## src/rtl/l2switch_egress_arb.sv

```systemverilog
// Frame-granular round-robin merge of NPORT ingress queues into one egress FIFO; data is registered (1 cycle).
// Stalls on empty head or egress almost-full without bubbles; drained frames ignore out_full.
module l2switch_egress_arb #(
  parameter int NPORT     = 4,
  parameter int PORT_ID   = 0,
  parameter int MAX_WORDS = 200,
  parameter int GAP       = 1
) (
  input  logic                sys_clk,
  input  logic                sys_rst,
  input  logic [NPORT*72-1:0] in_dout,
  input  logic [NPORT-1:0]    in_empty,
  output logic [NPORT-1:0]    in_rd_en,
  input  logic [NPORT-1:0]    port_en,
  output logic [71:0]         out_din,
  output logic                out_wr_en,
  input  logic                out_full,
  output logic [31:0]         tx_frames,
  output logic [31:0]         drop_frames
);

  localparam int PW = (NPORT > 1) ? $clog2(NPORT) : 1;
  localparam int WW = $clog2(MAX_WORDS + 1);
  localparam int GW = (GAP > 0) ? $clog2(GAP + 1) : 1;
  localparam logic [WW-1:0] MAX_W    = WW'(MAX_WORDS);
  localparam logic [GW-1:0] GAP_LAST = GW'((GAP > 0) ? GAP - 1 : 0);

  typedef struct packed {
    logic [7:0]  flags;
    logic [63:0] data;
  } word_t;

  typedef enum logic [1:0] {S_IDLE, S_XFER, S_DRAIN, S_GAP} state_t;

  state_t          state_q, state_d;
  logic [PW-1:0]   rr_ptr_q, rr_ptr_d;
  logic [WW-1:0]   word_cnt_q, word_cnt_d;
  logic [GW-1:0]   gap_cnt_q, gap_cnt_d;
  logic            drop_pend_q, drop_pend_d;
  word_t           out_din_q, out_din_d;
  logic            out_wr_en_q, out_wr_en_d;
  logic [31:0]     tx_q, tx_d;
  logic [31:0]     drop_q, drop_d;

  word_t           lanes [NPORT];
  word_t           head;
  logic            head_vld;
  logic            is_last;
  logic            grant_vld;
  logic [PW-1:0]   grant_idx;
  logic [NPORT-1:0] rd;
  int              idx;

  always_comb begin
    for (int i = 0; i < NPORT; i++) begin
      lanes[i] = in_dout[72*i +: 72];
    end
  end

  assign head     = lanes[rr_ptr_q];
  assign head_vld = !in_empty[rr_ptr_q];
  assign is_last  = (head.flags != 8'hff);

  // Search starts just past the last grant, so the last winner is checked last.
  always_comb begin
    grant_vld = 1'b0;
    grant_idx = '0;
    idx       = 0;
    for (int k = 1; k <= NPORT; k++) begin
      idx = (int'(rr_ptr_q) + k) % NPORT;
      if (!grant_vld && !in_empty[PW'(idx)]) begin
        grant_vld = 1'b1;
        grant_idx = PW'(idx);
      end
    end
  end

  always_comb begin
    state_d     = state_q;
    rr_ptr_d    = rr_ptr_q;
    word_cnt_d  = word_cnt_q;
    gap_cnt_d   = gap_cnt_q;
    drop_pend_d = drop_pend_q;
    out_din_d   = out_din_q;
    out_wr_en_d = 1'b0;
    tx_d        = tx_q;
    drop_d      = drop_q;
    rd          = '0;

    case (state_q)
      S_IDLE: begin
        if (grant_vld) begin
          rr_ptr_d   = grant_idx;
          word_cnt_d = '0;
          if (port_en[grant_idx] && (grant_idx != PW'(PORT_ID))) begin
            state_d = S_XFER;
          end else begin
            state_d     = S_DRAIN;
            drop_pend_d = 1'b1;
          end
        end
      end

      S_XFER: begin
        if (head_vld && !out_full) begin
          rd[rr_ptr_q] = 1'b1;
          word_cnt_d   = word_cnt_q + WW'(1);
          out_wr_en_d  = 1'b1;
          out_din_d    = head;
          if (is_last) begin
            tx_d      = tx_q + 32'd1;
            gap_cnt_d = '0;
            state_d   = (GAP == 0) ? S_IDLE : S_GAP;
          end else if (word_cnt_d == MAX_W) begin
            // Oversize: close the egress frame with an empty terminator, discard the rest.
            out_din_d   = '0;
            drop_d      = drop_q + 32'd1;
            drop_pend_d = 1'b0;
            state_d     = S_DRAIN;
          end
        end
      end

      S_DRAIN: begin
        if (head_vld) begin
          rd[rr_ptr_q] = 1'b1;
          if (is_last) begin
            if (drop_pend_q) begin
              drop_d = drop_q + 32'd1;
            end
            gap_cnt_d = '0;
            state_d   = (GAP == 0) ? S_IDLE : S_GAP;
          end
        end
      end

      S_GAP: begin
        if (gap_cnt_q == GAP_LAST) begin
          state_d = S_IDLE;
        end else begin
          gap_cnt_d = gap_cnt_q + GW'(1);
        end
      end

      default: state_d = S_IDLE;
    endcase
  end

  always_ff @(posedge sys_clk) begin
    if (sys_rst) begin
      state_q     <= S_IDLE;
      rr_ptr_q    <= PW'(NPORT - 1);
      word_cnt_q  <= '0;
      gap_cnt_q   <= '0;
      drop_pend_q <= 1'b0;
      out_din_q   <= '0;
      out_wr_en_q <= 1'b0;
      tx_q        <= '0;
      drop_q      <= '0;
    end else begin
      state_q     <= state_d;
      rr_ptr_q    <= rr_ptr_d;
      word_cnt_q  <= word_cnt_d;
      gap_cnt_q   <= gap_cnt_d;
      drop_pend_q <= drop_pend_d;
      out_din_q   <= out_din_d;
      out_wr_en_q <= out_wr_en_d;
      tx_q        <= tx_d;
      drop_q      <= drop_d;
    end
  end

  assign in_rd_en    = sys_rst ? '0 : rd;
  assign out_din     = out_din_q;
  assign out_wr_en   = out_wr_en_q;
  assign tx_frames   = tx_q;
  assign drop_frames = drop_q;

endmodule

```

## config.mk

```make
export PLATFORM = sky130hd
export DESIGN_NAME = l2switch_egress_arb
export DESIGN_NICKNAME = d
export VERILOG_FILES = /design/src/rtl/l2switch_egress_arb.sv
export SDC_FILE = /design/constraint.sdc
export NUM_CORES = 1
export LEC_CHECK = 0
export CAP_MARGIN = 20
export CORE_AREA = 2 2 173 175
export CTS_BUF_LIST = sky130_fd_sc_hd__clkbuf_4 sky130_fd_sc_hd__clkbuf_8
export DETAILED_ROUTE_END_ITERATION = 16
export DIE_AREA = 0 0 175 177
export PLACE_DENSITY_LB_ADDON = 0.2
export RECOVER_POWER = 100
export SLEW_MARGIN = 20
export SYNTH_ARGS = -nofsm -noshare
export SYNTH_HDL_FRONTEND = slang
export SYNTH_SLANG_ARGS = --single-unit
```

## constraint.sdc

```tcl
create_clock -name sys_clk -period 3.4 [get_ports sys_clk]
set_input_delay 0.68 -clock sys_clk [delete_from_list [all_inputs] [get_ports sys_clk]]
set_output_delay 0.68 -clock sys_clk [all_outputs]
set_load 0.03 [all_outputs]
```

After elaboration in Yosys (flattened, before gate mapping)
Index checks and enable logic that the tools add are counted.
{"block": "word_totals", "reg_bits": 151, "wordCells": 136}
{"block": "classes", "n_addsub": 8, "n_lt_le_gt_ge": 8, "n_eq_ne": 15, "muxes": 66, "n_bitwise": 2, "reduce_logical": 27}
{"operator": "72-bit two-way mux", "count": 4}
{"operator": "32-bit two-way mux", "count": 6}
{"operator": "72-bit binary-select mux with 2-bit select", "count": 1}
{"operator": "32-bit by 1-bit adder with 32-bit output, second input constant", "count": 2}
{"operator": "32-bit case mux with 2 select lines", "count": 1}
{"operator": "1-bit two-way mux", "count": 25}
{"operator": "2-bit two-way mux", "count": 12}
{"operator": "2-bit != test, second input constant", "count": 9}
{"operator": "2-bit by 4-bit less-than comparator with 1-bit output, second input constant", "count": 4}
{"operator": "8-bit two-way mux", "count": 2}
{"operator": "8-bit case mux with 2 select lines", "count": 1}
{"operator": "1-bit binary-select mux with 2-bit select", "count": 6}
{"operator": "4-bit two-way mux", "count": 3}
{"operator": "6-bit AND reduction", "count": 2}
{"operator": "3-bit AND reduction", "count": 3}
{"operator": "8-bit by 1-bit adder with 8-bit output, second input constant", "count": 1}
{"operator": "8-bit equality test, second input constant", "count": 1}
{"operator": "8-bit != test, second input constant", "count": 1}
{"operator": "2-bit case mux with 4 select lines", "count": 1}
{"operator": "4-bit case mux with 2 select lines", "count": 1}
{"operator": "1-bit logical NOT", "count": 7}
{"operator": "7-bit AND reduction", "count": 1}
{"operator": "1-bit logical AND", "count": 6}
{"operator": "2-bit by 3-bit less-than comparator with 1-bit output, second input constant", "count": 2}
{"operator": "other kinds (18)", "count": 24}

Depth between registers and ports, before layout
Gate-level depths: netlist of run 1.
{"block": "logic_depth", "ltp_word": 19, "ltp_mapped": 11}

Worst setup path after synthesis of run 1
OpenSTA, ideal clock, no wires.
{"block": "synth_timing", "path_type": "in2out", "startpoint": "in in_empty[1]", "endpoint": "out in_rd_en[0]", "arrival_time_ns": 2.283, "required_time_ns": 2.720, "path_slack_ns": 0.437, "cell_stages": 7, "n_path_buf": 2, "cell_sequence": "clkbuf_2 -> mux4_2 -> nor3b_2 -> buf_4 -> nor2_1 -> nor3b_1 -> and2_1"}
{"block": "synth_via", "elab_chain_cells": 7}
{"item": "start, declared", "line": "12", "source": "input logic [NPORT-1:0] in_empty,"}
{"item": "1-bit binary-select mux with 2-bit select (*)", "line": "61", "source": "assign head_vld = !in_empty[rr_ptr_q];"}
{"item": "1-bit two-way mux (implied by the code) (*)", "line": "61"}
{"item": "1-bit logical NOT", "line": "61"}
{"item": "1-bit logical AND", "line": "105", "source": "if (head_vld && !out_full) begin"}
{"item": "4-bit two-way mux", "line": "105"}
{"item": "4-bit case mux with 2 select lines (*)", "line": "90", "source": "case (state_q)"}
{"item": "4-bit two-way mux (*)", "line": "173", "source": "assign in_rd_en = sys_rst ? '0 : rd;"}
{"item": "end, declared", "line": "13", "source": "output logic [NPORT-1:0] in_rd_en,"}
Mark *: on every way between the ends. The rest lies on a longest branch, timed or not. The select of a mux whose other input is x is not followed.

Final worst setup path of run 1
{"block": "layout_timing", "startpoint": "in in_empty[1]", "endpoint": "out in_rd_en[3]"}
Same word-level chain as after synthesis.

==> results.txt, run 1 <==
----------------------------------------------------
[Setup path]
  Startpoint types ... input port
  Kind of cell adding the most delay to the critical path ... buffers and inverters
  Data required time of the critical path ... between 2 and 3 ns
  Slowest stage delay, CP ... 0.56 ns
  Crit end category ... output pin
  Library cell contributing the largest single delay on the critical path ... mux4_2
  Critical Path, Cell by Cell ... clkdlybuf4s50_1 -> mux4_2 -> nor3b_4 -> nor2_1 -> nor3b_2 -> buf_4 -> and2_1 -> clkbuf_4
  Class of the most critical setup path ... in2out
  Buffers and inverters on the worst path ... 3
  Cells on worst reg2reg path ... 9
  Maximum fanout count along the critical path ... 4
  Levels on crit path ... 8
  Arrival time of data at the critical path endpoint ... between 2 and 3 ns

[Power]
  Sw Share ... 0.355
  Total leakage power ... about 5.0 nW
  Power per standard cell area ... between 400 and 500 nW/µm²
  NetSw ... around 0.0021 W
  Reg power frac ... 0.331
  Clk pwr share ... 0.237
  Total power consumption of the routed design ... 0.00599 W
  Total internal power ... between 0.003 and 0.004 W
  Part of the total power dissipated in combinational logic ... 0.432
  IR Drop Worst-Case VDD ... around 250 µV

[Clock network]
  Maximum count of clock buffers along a single path ... 2
  Post-CTS clock slew at the launch and capture registers of the worst setup and hold paths ... 0.08 ns
  TritonCTS clock tree ... built
  Later-pin clock latency in the skew report ... 0.46 ns
  Root buffer cell ... clkbuf_8
  Cts bufs inserted ... 17
  Hold-fix buffers at CTS ... 0
  Clock tree sinks ... 150
  Number of H-tree levels ... 4

[Min path]
  Hold Path Stages ... 2
  Type of the tightest min-delay check ... reg2reg

[STA]
  Remaining max-slew budget at the tightest pin ... 0.405
  Setup repair after global routing missed its margin ... false
  Max Freq ... roughly 300 MHz
  Post-route clock period utilization ... 0.974
  Post-layout minimum cycle time ... approximately 3.3 ns
  Slew @ Worst Pin ... around 0.89 ns
  Final setup vio count ... 0
  TNS Setup ... 0 ns
  Worst Skew ... 0.0256 ns
  Final max-slew violation count ... 0
  Count of endpoints failing hold in the final timing report ... 0

[Layout]
  Layout overhead on the synthesized area ... 61.7%
  Cell area after layout ... ~14000 µm²
  Number of inserted filler cells in the final layout ... ~2.8k
  Share of cells above drive strength 1 ... 0.115
  Layout net count ... around 1.6k

[Floorplan]
  Initial Utilization ... 0.289
  Full die area ... between 30000 and 40000 µm²
  Placement Rows ... between 60 and 70
  Die width ... roughly 180 µm
  Number of ports placed on the die boundary ... 440
  Die outline height ... 177 µm
  Area of the core region ... 29200 µm²

[Synthesis]
  Number of synthesis warnings ... 0
  Post-Synthesis Net Count ... roughly 1.2k
  Asr flop ratio synth ... 0
  Mapped cell area ... roughly 8400 µm²
  Post-synthesis sequential element count ... 150
  Post-synth EDFFs ... 0
  Syn Inst Count ... slightly above 900
  Mean area per synthesized cell ... about 9 µm²
  Most area-consuming cells after synthesis ... dfxtp_1 36%, mux4_2 19%, a21oi_1 6.0%, nand3_1 5.6%, nand2_1 4.8%
  Cell type with the highest aggregate area in the netlist ... dfxtp_1
  Share of the synthesized area in the top cell type ... 0.356
  Seq/Total Area, Yosys ... 0.356
  Post-synthesis cell type count ... 60
  Dominant register cell in the synthesized netlist ... dfxtp_1

[Status]
  Result of the run ... finished clean

[Global routing]
  Vias in the first global route ... around 8.3k
  Wire length of the first global-routing pass ... approximately 48000 µm
  Number of antenna violations at the first check in global routing ... 5
  GRT Resource Usage Total ... 0.202
  Total congestion overflow after global routing ... 0
  Largest net degree at the start of global routing ... 69

[Drt]
  Via density per instance ... 4.95
  Count of TritonRoute iterations in the first routing pass ... 5
  Detail-routed net length per standard cell ... about 19 µm
  Antenna-violating nets left ... 0
  Initial DRC Count ... 459
  Number of remaining DRC errors ... 0
  Routed Wire Length ... approximately 32000 µm
  Via count ... around 8.6k

[Placement]
  Placement Cell Area ... ~13000 µm²
  Quantity of I/O buffers inserted on ports ... ~440
  GP Congestion ... approximately 0.85
  Post-detail-place hpwl ... around 25000 µm

[Flow run]
  Number of max-cap violations ... 0

----------------------------------------------------
==> metrics by stage <==
stage	hold slack, ns	util	setup WS, ns	std cells
6_report	0.453	0.467	0.0889	1737
4_1_cts	0.458	0.470	0.0218	1733
3_5_place_dp	0.446	0.456	-0.0416	1699
5_1_grt	0.471	0.467	0.0159	1737
3_3_place_gp	0.440	0.456	-0.0262	1699
2_1_floorplan	0.445	-	0.437	914
==> Yosys cell counts, drive strengths merged, types with 6 or more instances <==
cell type / n
nor3: 19
xnor2: 44
nor4: 10
nand2: 108
inv: 18
and4: 10
or3: 16
nor2: 73
xor2: 6
and2: 10
clkbuf: 52
and3: 7
mux4: 73
buf: 20
nand3: 94
nand4: 9
o21ai: 26
a21oi: 102
dfxtp: 150
ha: 12
==> final timing paths <==
path | startpoint | endpoint | slack (ns)
setup / recovery | in_empty[1] | in_rd_en[3] | 0.09
hold / removal | out_din[26] | out_din[26] | 0.45
hold reg to reg | out_din[26] | out_din[26] | 0.45
setup reg to reg | rr_ptr_q[1] | drop_frames[6] | 0.26
==> worst reg2reg max path, stage by stage, from the launching register on <==
cell	delay [ns]
dfxtp_4	0.47
mux4_2	0.61
clkbuf_4	0.18
or4b_1	0.48
a21oi_1	0.24
a31oi_4	0.04
clkbuf_4	0.30
nor4b_1	0.45
xnor2_1	0.16
nor2_1	0.05
==> flip-flops by register name, summed over array words and instances, names as in the netlist <==
signal and flops:
rr_ptr_q 2, word_cnt_q 8, drop_pend_q 1, drop_frames 32, out_din 72, state_q 2, tx_frames 32, out_wr_en 1
==> kinds of logic after synthesis <==
kind of cell,count (synthesis),synth area share
AO/OA/AOI/OAI,153,0.102
XOR/XNOR,50,0.0519
adder cells (fa/ha/maj),12,0.0178
buffers and inverters,90,0.0440
flip-flops,150,0.356
multiplexers,77,0.200
AND/OR/NAND/NOR,382,0.229
==> placed cells by master, fill, tap and decap left out, types with 9 or more instances in the layout <==
cell type	count
dfxtp_1	148
and2_1	10
and4_1	10
clkbuf_8	17
ha_1	12
inv_1	18
nand3_1	94
clkdlybuf4s50_1	296
nand2_1	108
xnor2_1	44
or3_1	16
dlygate4sd3_1	137
o21ai_0	25
buf_4	19
a21oi_1	102
nor2_1	73
nand4_1	9
mux4_2	73
nor3_1	19
==> layout make-up <==
class	count	area [µm²]	area share
multi-input cells	674	5050	0.370
repair buffers	470	4640	0.340
flip-flops and latches	150	3010	0.220
well taps	390	488	0.0357
clock buffers	17	234	0.0171
clock inverters	15	156	0.0114
inverters	18	67.6	0.00495
diodes	3	7.51	0.000550
==> timing repair <==
| action | CTS | global route |
|---|---|---|
| pin swaps | 1 | 0 |
| setup endpoints to repair | 4 | 4 |
| setup buffers | 2 | 1 |
| resized for setup | 0 | 1 |
==> routing by layer <==
layer  routed length [µm]  GRT usage  share of wire
met4                  637     0.0587          0.020
met2                16800      0.364           0.52
met1                12800      0.234           0.39
met5                   27          0        0.00083
met3                 2190     0.0565          0.067
==> power by group through the flow <==
| stage | logic, W | registers [W] | clock network (W) |
|---|---|---|---|
| 2_1_floorplan | 0.00171 | 0.00207 | 0 |
| 3_3_place_gp | 0.00260 | 0.00204 | 0 |
| 3_5_place_dp | 0.00261 | 0.00205 | 0 |
| 4_1_cts | 0.00265 | 0.00199 | 0.00148 |
| 5_1_grt | 0.00277 | 0.00200 | 0.00155 |
| 6_report | 0.00259 | 0.00198 | 0.00142 |
(Power assumes the default switching activity.)
==> inputs of run 2 (changes only) <==
CTS_CLUSTER_DIAMETER = 150   (was not set)
==> results of run 2 <==
Same layout as run 1: the final DEF is identical, and so are final timing and power.
==> inputs of run 3 (changes only) <==
MAX_ROUTING_LAYER = met4   (was not set)
clock period = 2.65 ns   (was 3.4 ns; I/O delays follow)
==> run 3 against run 2 <==
Net effect:
- the flow now finishes with violations (setup timing)
- die area did not move
- routed wire length rose by 4.8%
- combinational power rose by 52%
- final cell count rose by 2.8%
- utilization rose by 2.4 points
- critical path depth did not move
- via count rose by 2.8%
- worst setup slack got worse by 0.36 ns
- non-clock buffer count rose by 41
- clock power rose by 40%
- critical path type is now reg2out
- largest cell class unchanged
==> results.txt, run 3 (synthesis results as in run 1) <==
----------------------------------------------------
[Flow run]
  Number of max-cap violations ... 0 (unchanged)

[Setup path]
  Kind of cell adding the most delay to the critical path ... simple AND/OR/NAND/NOR gates
  Critical Path, Cell by Cell ... mux4_2 -> buf_6 -> nor3b_4 -> nor2_1 -> nor3b_2 -> buf_4 -> and2_4 -> buf_6
  Maximum fanout count along the critical path ... 4 (unchanged)
  Worst path most repeated cell ... buf_6
  Startpoint types ... flop
  Data required time of the critical path ... 2.12 ns (-0.60 ns)
  Crit end category ... output pin
  Arrival time of data at the critical path endpoint ... 2.39 ns (-0.24 ns)
  Slowest stage delay, CP ... 0.55 ns (about the same)
  Library cell contributing the largest single delay on the critical path ... mux4_2
  Buffers and inverters on the worst path ... 3 (unchanged)
  Class of the most critical setup path ... reg2out

[Power]
  IR Drop Worst-Case VDD ... 312 µV (+26%)
  Clk pwr share ... 0.237 (about the same)
  Reg power frac ... 0.293 (-0.038)
  Total internal power ... 0.00552 W (+43%)
  Power per standard cell area ... 582 nW/µm² (+33%)
  NetSw ... 0.00285 W (+34%)
  Total leakage power ... 5.39 nW (+7.3%)
  Sw Share ... 0.340 (-0.0151)
  Part of the total power dissipated in combinational logic ... 0.470 (+0.038)

[STA]
  Slew @ Worst Pin ... 0.906 ns (+0.0135 ns)
  Final setup vio count ... 40 (+40)
  Worst Skew ... 0.0217 ns (-0.00398 ns)
  Setup repair after global routing missed its margin ... true
  Post-route clock period utilization ... 1.10
  TNS Setup ... -3.65 ns (-3.65 ns)
  Post-layout minimum cycle time ... around 3 ns
  Count of endpoints failing hold in the final timing report ... 0 (unchanged)
  Final worst slack ... -0.266 ns (-0.355 ns)
  Final max-slew violation count ... 0 (unchanged)
  Hold Slack ... 0.453 ns (-0.000208 ns)
  Max Freq ... 343 MHz
  Remaining max-slew budget at the tightest pin ... 0.396 (-0.00900)

[Drt]
  Routed Wire Length ... 34000 µm (+4.8%)
  Via density per instance ... 4.95 (about the same)
  Number of remaining DRC errors ... 0 (unchanged)
  Initial DRC Count ... 437 (-4.8%)
  Count of TritonRoute iterations in the first routing pass ... 4 (-1)
  Detail-routed net length per standard cell ... 19.0 µm (+2.0%)
  Antenna-violating nets left ... 0 (unchanged)
  Via count ... 8841 (+2.8%)

[Layout]
  Final Instance Count excl. Fillers ... 1785 (+2.8%)
  Layout overhead on the synthesized area ... 70.2%
  Leading cell type in the layout, fill and taps excluded ... clkdlybuf4s50_1
  Layout net count ... 1687 (+2.7%)
  Area used by sequential logic in the layout ... 3010 µm² (unchanged)
  Cell area after layout ... 14400 µm² (+5.2%)
  Commonest non-fill, non-tap cells in the layout ... 292 x clkdlybuf4s50_1, 148 x dfxtp_1, 137 x dlygate4sd3_1
  Share of cells above drive strength 1 ... 0.175 (+0.0604)
  Footprint of the multi-input gates ... 5370 µm² (+6.2%)
  Number of inserted filler cells in the final layout ... 2764 (-2.6%)
  Max FFs per register ... 72 (unchanged)

[Global routing]
  GRT Resource Usage Total ... 0.216 (+0.0134)
  Largest net degree at the start of global routing ... 152 (+120%)
  Number of antenna violations at the first check in global routing ... 6 (+1)
  Total congestion overflow after global routing ... 0 (unchanged)
  Wire length of the first global-routing pass ... 49700 µm (+3.1%)
  Vias in the first global route ... 8554 (+3.0%)

[Placement]
  Placement Cell Area ... 13600 µm² (+1.7%)
  Post-detail-place hpwl ... 24600 µm (-0.54%)
  Quantity of I/O buffers inserted on ports ... 438 (unchanged)
  GP Congestion ... 0.826 (-3.1%)
  Placed insts ... 1728 (+1.7%)

[Floorplan]
  Number of ports placed on the die boundary ... 440 (unchanged)
  Placement Rows ... 63 (unchanged)
  Die width ... 175 µm (unchanged)
  Area of the core region ... 29200 µm² (unchanged)
  Die outline height ... 177 µm (unchanged)
  Full die area ... 31000 µm² (unchanged)
  Initial Utilization ... 0.289 (unchanged)

[Status]
  Failing checks ... setup timing
  Result of the run ... complete, but fails checks

[Clock network]
  Post-CTS clock slew at the launch and capture registers of the worst setup and hold paths ... 0.10 ns (+0.02 ns)
  Number of H-tree levels ... 4 (unchanged)
  Cts bufs inserted ... 17 (unchanged)
  TritonCTS clock tree ... built
  Later-pin clock latency in the skew report ... 0.46 ns (about the same)
  Root buffer cell ... clkbuf_8
  Hold-fix buffers at CTS ... 0 (unchanged)
  Maximum count of clock buffers along a single path ... 2 (unchanged)
  Clock tree sinks ... 150 (unchanged)

[Min path]
  Type of the tightest min-delay check ... reg2reg

----------------------------------------------------
-- run 3: worst register-to-register path, stage by stage (launching register included) --
cell and delay, ns:
dfxtp_4 0.37, buf_2 0.10, buf_4 0.18, mux4_2 0.54
clkbuf_1 0.14, nand4_1 0.20, o2111ai_1 0.25, or3_4 0.49
or3_4 0.36, a21oi_2 0.12
-- run 3: cell type report --
type	count	area share
tap	390	0.0339
antenna	6	0.00104
timing repair buffer	511	0.348
multi-input combinational	678	0.373
sequential	150	0.209
clock buffer	20	0.0178
inverter	18	0.00470
clock inverter	12	0.0117
-- run 3: power groups by stage --
stage,logic [W],registers (W),clock network [W]
6_report,0.00394,0.00245,0.00199
5_1_grt,0.00420,0.00247,0.00215
4_1_cts,0.00385,0.00245,0.00206
3_5_place_dp,0.00369,0.00255,0
3_3_place_gp,0.00367,0.00255,0
2_1_floorplan,0.00219,0.00265,0
-- run 3: worst paths after layout --
| check | startpoint | end | slack [ns] | depth (start not counted) |
|---|---|---|---|---|
| worst max-delay path | rr_ptr_q[1] | in_rd_en[1] | -0.27 | 8 |
| worst min-delay path | out_din[65] | out_din[65] | 0.45 | 2 |
| worst max register to register | rr_ptr_q[0] | tx_frames[27] | -0.17 | 9 |
| worst min register to register | out_din[65] | out_din[65] | 0.45 | 2 |
-- run 3: stage by stage --
step	power (W)	setup WS, ns	util
2_1_floorplan	0.00485	0.00218	-
3_3_place_gp	0.00622	-0.704	0.463
3_5_place_dp	0.00624	-0.752	0.463
4_1_cts	0.00836	-0.332	0.483
5_1_grt	0.00883	-0.353	0.492
6_report	0.00837	-0.266	0.492
-- run 3: repair_timing --
item,in CTS,in global routing
cloned,2,3
resized for setup,27,49
pin swaps,13,22
setup buffers,6,9
setup endpoints to repair,124,74
hold endpoints to repair,0,0
-- run 3: metal layers --
metal	global-route usage	part of all wire
met1	0.246	0.40
met2	0.378	0.53
met3	0.0462	0.052
met4	0.0684	0.018
met5	-	0
==> variant 1 (flow settings as in run 2) <==
The parameter `NPORT` goes from 4 to 2.
--- a/src/rtl/l2switch_egress_arb.sv
+++ b/src/rtl/l2switch_egress_arb.sv
@@ -1,7 +1,7 @@
 // Frame-granular round-robin merge of NPORT ingress queues into one egress FIFO; data is registered (1 cycle).
 // Stalls on empty head or egress almost-full without bubbles; drained frames ignore out_full.
 module l2switch_egress_arb #(
-  parameter int NPORT     = 4,
+  parameter int NPORT     = 2,
   parameter int PORT_ID   = 0,
   parameter int MAX_WORDS = 200,
   parameter int GAP       = 1
Ports: changed (resized in_dout, in_empty, in_rd_en and port_en); port bits go from 440 to 290. No check against the original RTL was run, so the function may have changed too.
==> variant 1 against run 2 <==
The flow now finishes with violations (max-capacitance violations, max-slew violations); total power down 23%; sequential cell count down 1; sequential power down 5%; register-to-register slack better by 0.25 ns; cell count down 7.5%; worst hold slack worse by 0.0032 ns; fmax up 2.9%; cell area down 17%; global-route usage down 3.8 points; setup slack better by 0.094 ns; die area unchanged; routed wire length down 20%; clock skew down 0.0032 ns; area after synthesis down 8.5%; critical endpoint is now in_rd_en[1].
==> variant 1: results (changes against run 2) <==
stage	metric	value	unit	change
global_route	initial antenna violation count	2		was 5
global_route	vias in the first global route	7364		was 8306
timing	Clock Skew	0.0224	ns	was 0.0256 ns
synth	multiplexer share of the synthesized area	0.150		was 0.200
placement	Placed Instances	1573		was 1699
synth	syn_nets	1103		was 1225
timing	Final Max Tran Viols	73		was 0
timing	Slew Limit Headroom	-0.0629		was 0.405
critical_path	CP Launch Point	in_empty[0]		was in_empty[1]
timing	min Tclk post-route	3.22	ns	was 3.31 ns
placement	worst slack at placement	0.130	ns	was -0.0416 ns
hold_path	hold path start	out_din[56]		was out_din[26]
synth	Compound-Gate Fraction of Synth Area	0.144		was 0.102
detailed_routing	First DRT Iteration DRCs	347		was 459
hold_path	Worst Hold End	out_din[56]		was out_din[26]
global_route	global-route wire length before repair	40.4	mm	was 48.2 mm
synth	library cells used by synthesis	58		was 60
detailed_routing	Final Routed Wirelength	26.0	mm	was 32.4 mm
detailed_routing	wire per inst	16.2	um	was 18.7 um
placement	Post-DP HPWL	18.7	mm	was 24.8 mm
outcome	failing checks	max-capacitance violations, max-slew violations		
job	max-cap viol count	1		was 0
power	power per cell area	409	mW/mm^2	was 438 mW/mm^2
placement	area post-placement	0.0110	mm^2	was 0.0133 mm^2
outcome	status	finished, violations left		was complete, no violations
power	Static Leak	4.27	nW	was 5.02 nW
synth	sequential area share after synthesis	0.386		was 0.356
synth	Post-Synthesis Cells	944		was 914
synth	synth cell count leaders	149 x dfxtp_1, 134 x a21oi_1, 124 x nand2_1		was 150 x dfxtp_1, 108 x nand2_1, 102 x a21oi_1
critical_path	Crit Path Max Fanout	5		was 4
global_route	Tot GR Track Use	0.164		was 0.202
critical_path	r2r endpoint	out_din[44]		was drop_frames[6]
finish	filler instances	2986		was 2837
clock_network	postcts setup bufs	0		was 2
placement	Buffers on Ports	288		was 438
finish	final net count	1361		was 1642
finish	layout cells sized above 1	0.128		was 0.115
power	net switching power	0.00158	W	was 0.00213 W
[variant 1: routing by layer]
layer  global-route usage  part of all wire  vias to the layer above
met1                0.198              0.43                     3594
met2                0.289              0.50                      181
met3               0.0505             0.062                       10
met5                    0                 0                        -
met4               0.0313            0.0076                        0
li1                     -                 -                     3883
[variant 1: final cells by class]
type | count | area [um^2] | area share
timing repair buffer | 304 | 2980 | 0.264
antenna | 2 | 5.00 | 0.000442
sequential | 149 | 2990 | 0.264
tap | 390 | 488 | 0.0431
multi-input combinational | 718 | 4410 | 0.390
inverter | 12 | 45.0 | 0.00398
clock inverter | 15 | 160 | 0.0142
clock buffer | 17 | 234 | 0.0207
[variant 1: critical path, stage by stage]
cell and delay [ns]:
dlygate4sd3_1 0.63, mux2_4 0.33, or2_2 0.37, o21ai_0 0.09, and4b_1 0.25, buf_4 0.18
==> variant 2 (flow settings as in run 2) <==
Made on the original files. The 4 states of `state_t` get a Gray code encoding in 2 bits.
--- a/src/rtl/l2switch_egress_arb.sv
+++ b/src/rtl/l2switch_egress_arb.sv
@@ -30,7 +30,7 @@
     logic [63:0] data;
   } word_t;
 
-  typedef enum logic [1:0] {S_IDLE, S_XFER, S_DRAIN, S_GAP} state_t;
+  typedef enum logic [1:0] {S_IDLE = 2'b00, S_XFER = 2'b01, S_DRAIN = 2'b11, S_GAP = 2'b10} state_t;
 
   state_t          state_q, state_d;
   logic [PW-1:0]   rr_ptr_q, rr_ptr_d;
Behaviour: no difference found for any inputs over 4 cycles, from zero or initial values and one cycle with sys_rst high; so few cycles prove little.
==> variant 2 against run 2 <==
Clock power grew 14%; cell count shrank 3.7%; setup slack gained 0.067 ns; cell area shrank 1.1%; total power grew 11%; largest power group unchanged; area after synthesis shrank 2.4%; synthesized cell count shrank 8.2%; global-route usage grew 2.2 points; routed wire length grew 8.0%; worst hold slack gained 0.025 ns; via count shrank 1.1%; non-clock buffer count shrank 2; sequential cell count is the same.
==> variant 2: results (changes against run 2) <==
stage	metric	value	unit	change
outcome	status	complete, no violations		unchanged
clock_network	postcts setup bufs	0		was 2
timing	Least-Margin Pin Slew	1.03	ns	was 0.893 ns
synth	synth cell count leaders	150 x dfxtp_1, 140 x nor2_1, 72 x a22oi_1		was 150 x dfxtp_1, 108 x nand2_1, 102 x a21oi_1
detailed_routing	wire per inst	21.0	um	was 18.7 um
synth	Compound-Gate Fraction of Synth Area	0.133		was 0.102
critical_path	CP Launch Point	rr_ptr_q[1]		was in_empty[1]
power	Static Leak	5.15	nW	was 5.02 nW
global_route	initial antenna violation count	14		was 5
critical_path	slowest cell delay on critical path	0.66	ns	was 0.56 ns
global_route	vias in the first global route	8479		was 8306
global_route	Tot GR Track Use	0.224		was 0.202
critical_path	WP data arrival	2.56	ns	was 2.63 ns
critical_path	crit path capture	in_rd_en[2]		was in_rd_en[3]
synth	syn_nets	1146		was 1225
timing	Clock Skew	0.0188	ns	was 0.0256 ns
synth	multiplexer share of the synthesized area	0.237		was 0.200
global_route	global-route wire length before repair	51.5	mm	was 48.2 mm
synth	Post-Synthesis Cells	839		was 914
synth	xor/xnor share of the synthesized area	0.0234		was 0.0519
detailed_routing	First DRT Iteration DRCs	400		was 459
synth	Synth Area in Adders	0.0121		was 0.0178
critical_path	Worst path slowest cell	dfxtp_4		was mux4_2
global_route	largest net degree at the start of global routing	93		was 69
placement	worst slack at placement	0.0787	ns	was -0.0416 ns
critical_path	Crit Path Max Fanout	31		was 4
detailed_routing	Final Routed Wirelength	35.1	mm	was 32.4 mm
clock_network	Worst-path clk slew	0.11	ns	was 0.08 ns
## variant 2: cell type report
class                   instances  area [um^2]
well taps                     390          488
flip-flops and latches        150         3010
multi-input cells             608         4890
fillers                      2796        15700
clock buffers                  18          248
clock inverters                14          203
diodes                          9         22.5
inverters                      15         56.3
repair buffers                468         4590
## variant 2: how the worst min path moves through the flow
stage                       start       endpoint  slack (ns)  depth (start not counted)
finish              word_cnt_q[7]  word_cnt_q[7]        0.48                          1
floorplan           word_cnt_q[7]  word_cnt_q[7]        0.43                          1
global route        word_cnt_q[7]  word_cnt_q[7]        0.48                          1
global placement    word_cnt_q[7]  word_cnt_q[7]        0.46                          1
detailed placement  word_cnt_q[7]  word_cnt_q[7]        0.46                          1
CTS                 word_cnt_q[7]  word_cnt_q[7]        0.48                          1
## variant 2: per-layer routing
layer / GRT usage / vias to the layer above / part of all wire
met3: 0.0762 / 62 / 0.076
li1: - / 4020 / -
met5: 0 / - / 0.0020
met2: 0.390 / 301 / 0.51
met4: 0.107 / 12 / 0.037
met1: 0.245 / 4108 / 0.37
## variant 2: where the power goes
| part | internal, W | switching, W | leakage, nW | total [W] |
|---|---|---|---|---|
| combinational | 0.00154 | 0.00140 | 3.71 | 0.00294 |
| sequential | 0.00191 | 0.000196 | 1.21 | 0.00211 |
| clock | 0.000788 | 0.000837 | 0.228 | 0.00162 |
| total | 0.00423 | 0.00244 | 5.15 | 0.00667 |
## variant 2: worst max-delay path, delay by kind of cell (launching register included)
| family | cells | cell delay (ns) |
|---|---|---|
| and+or+nand+nor | 3 | 0.67 |
| buffers and inverters | 1 | 0.17 |
| muxes | 1 | 0.61 |
| DFF | 1 | 0.66 |
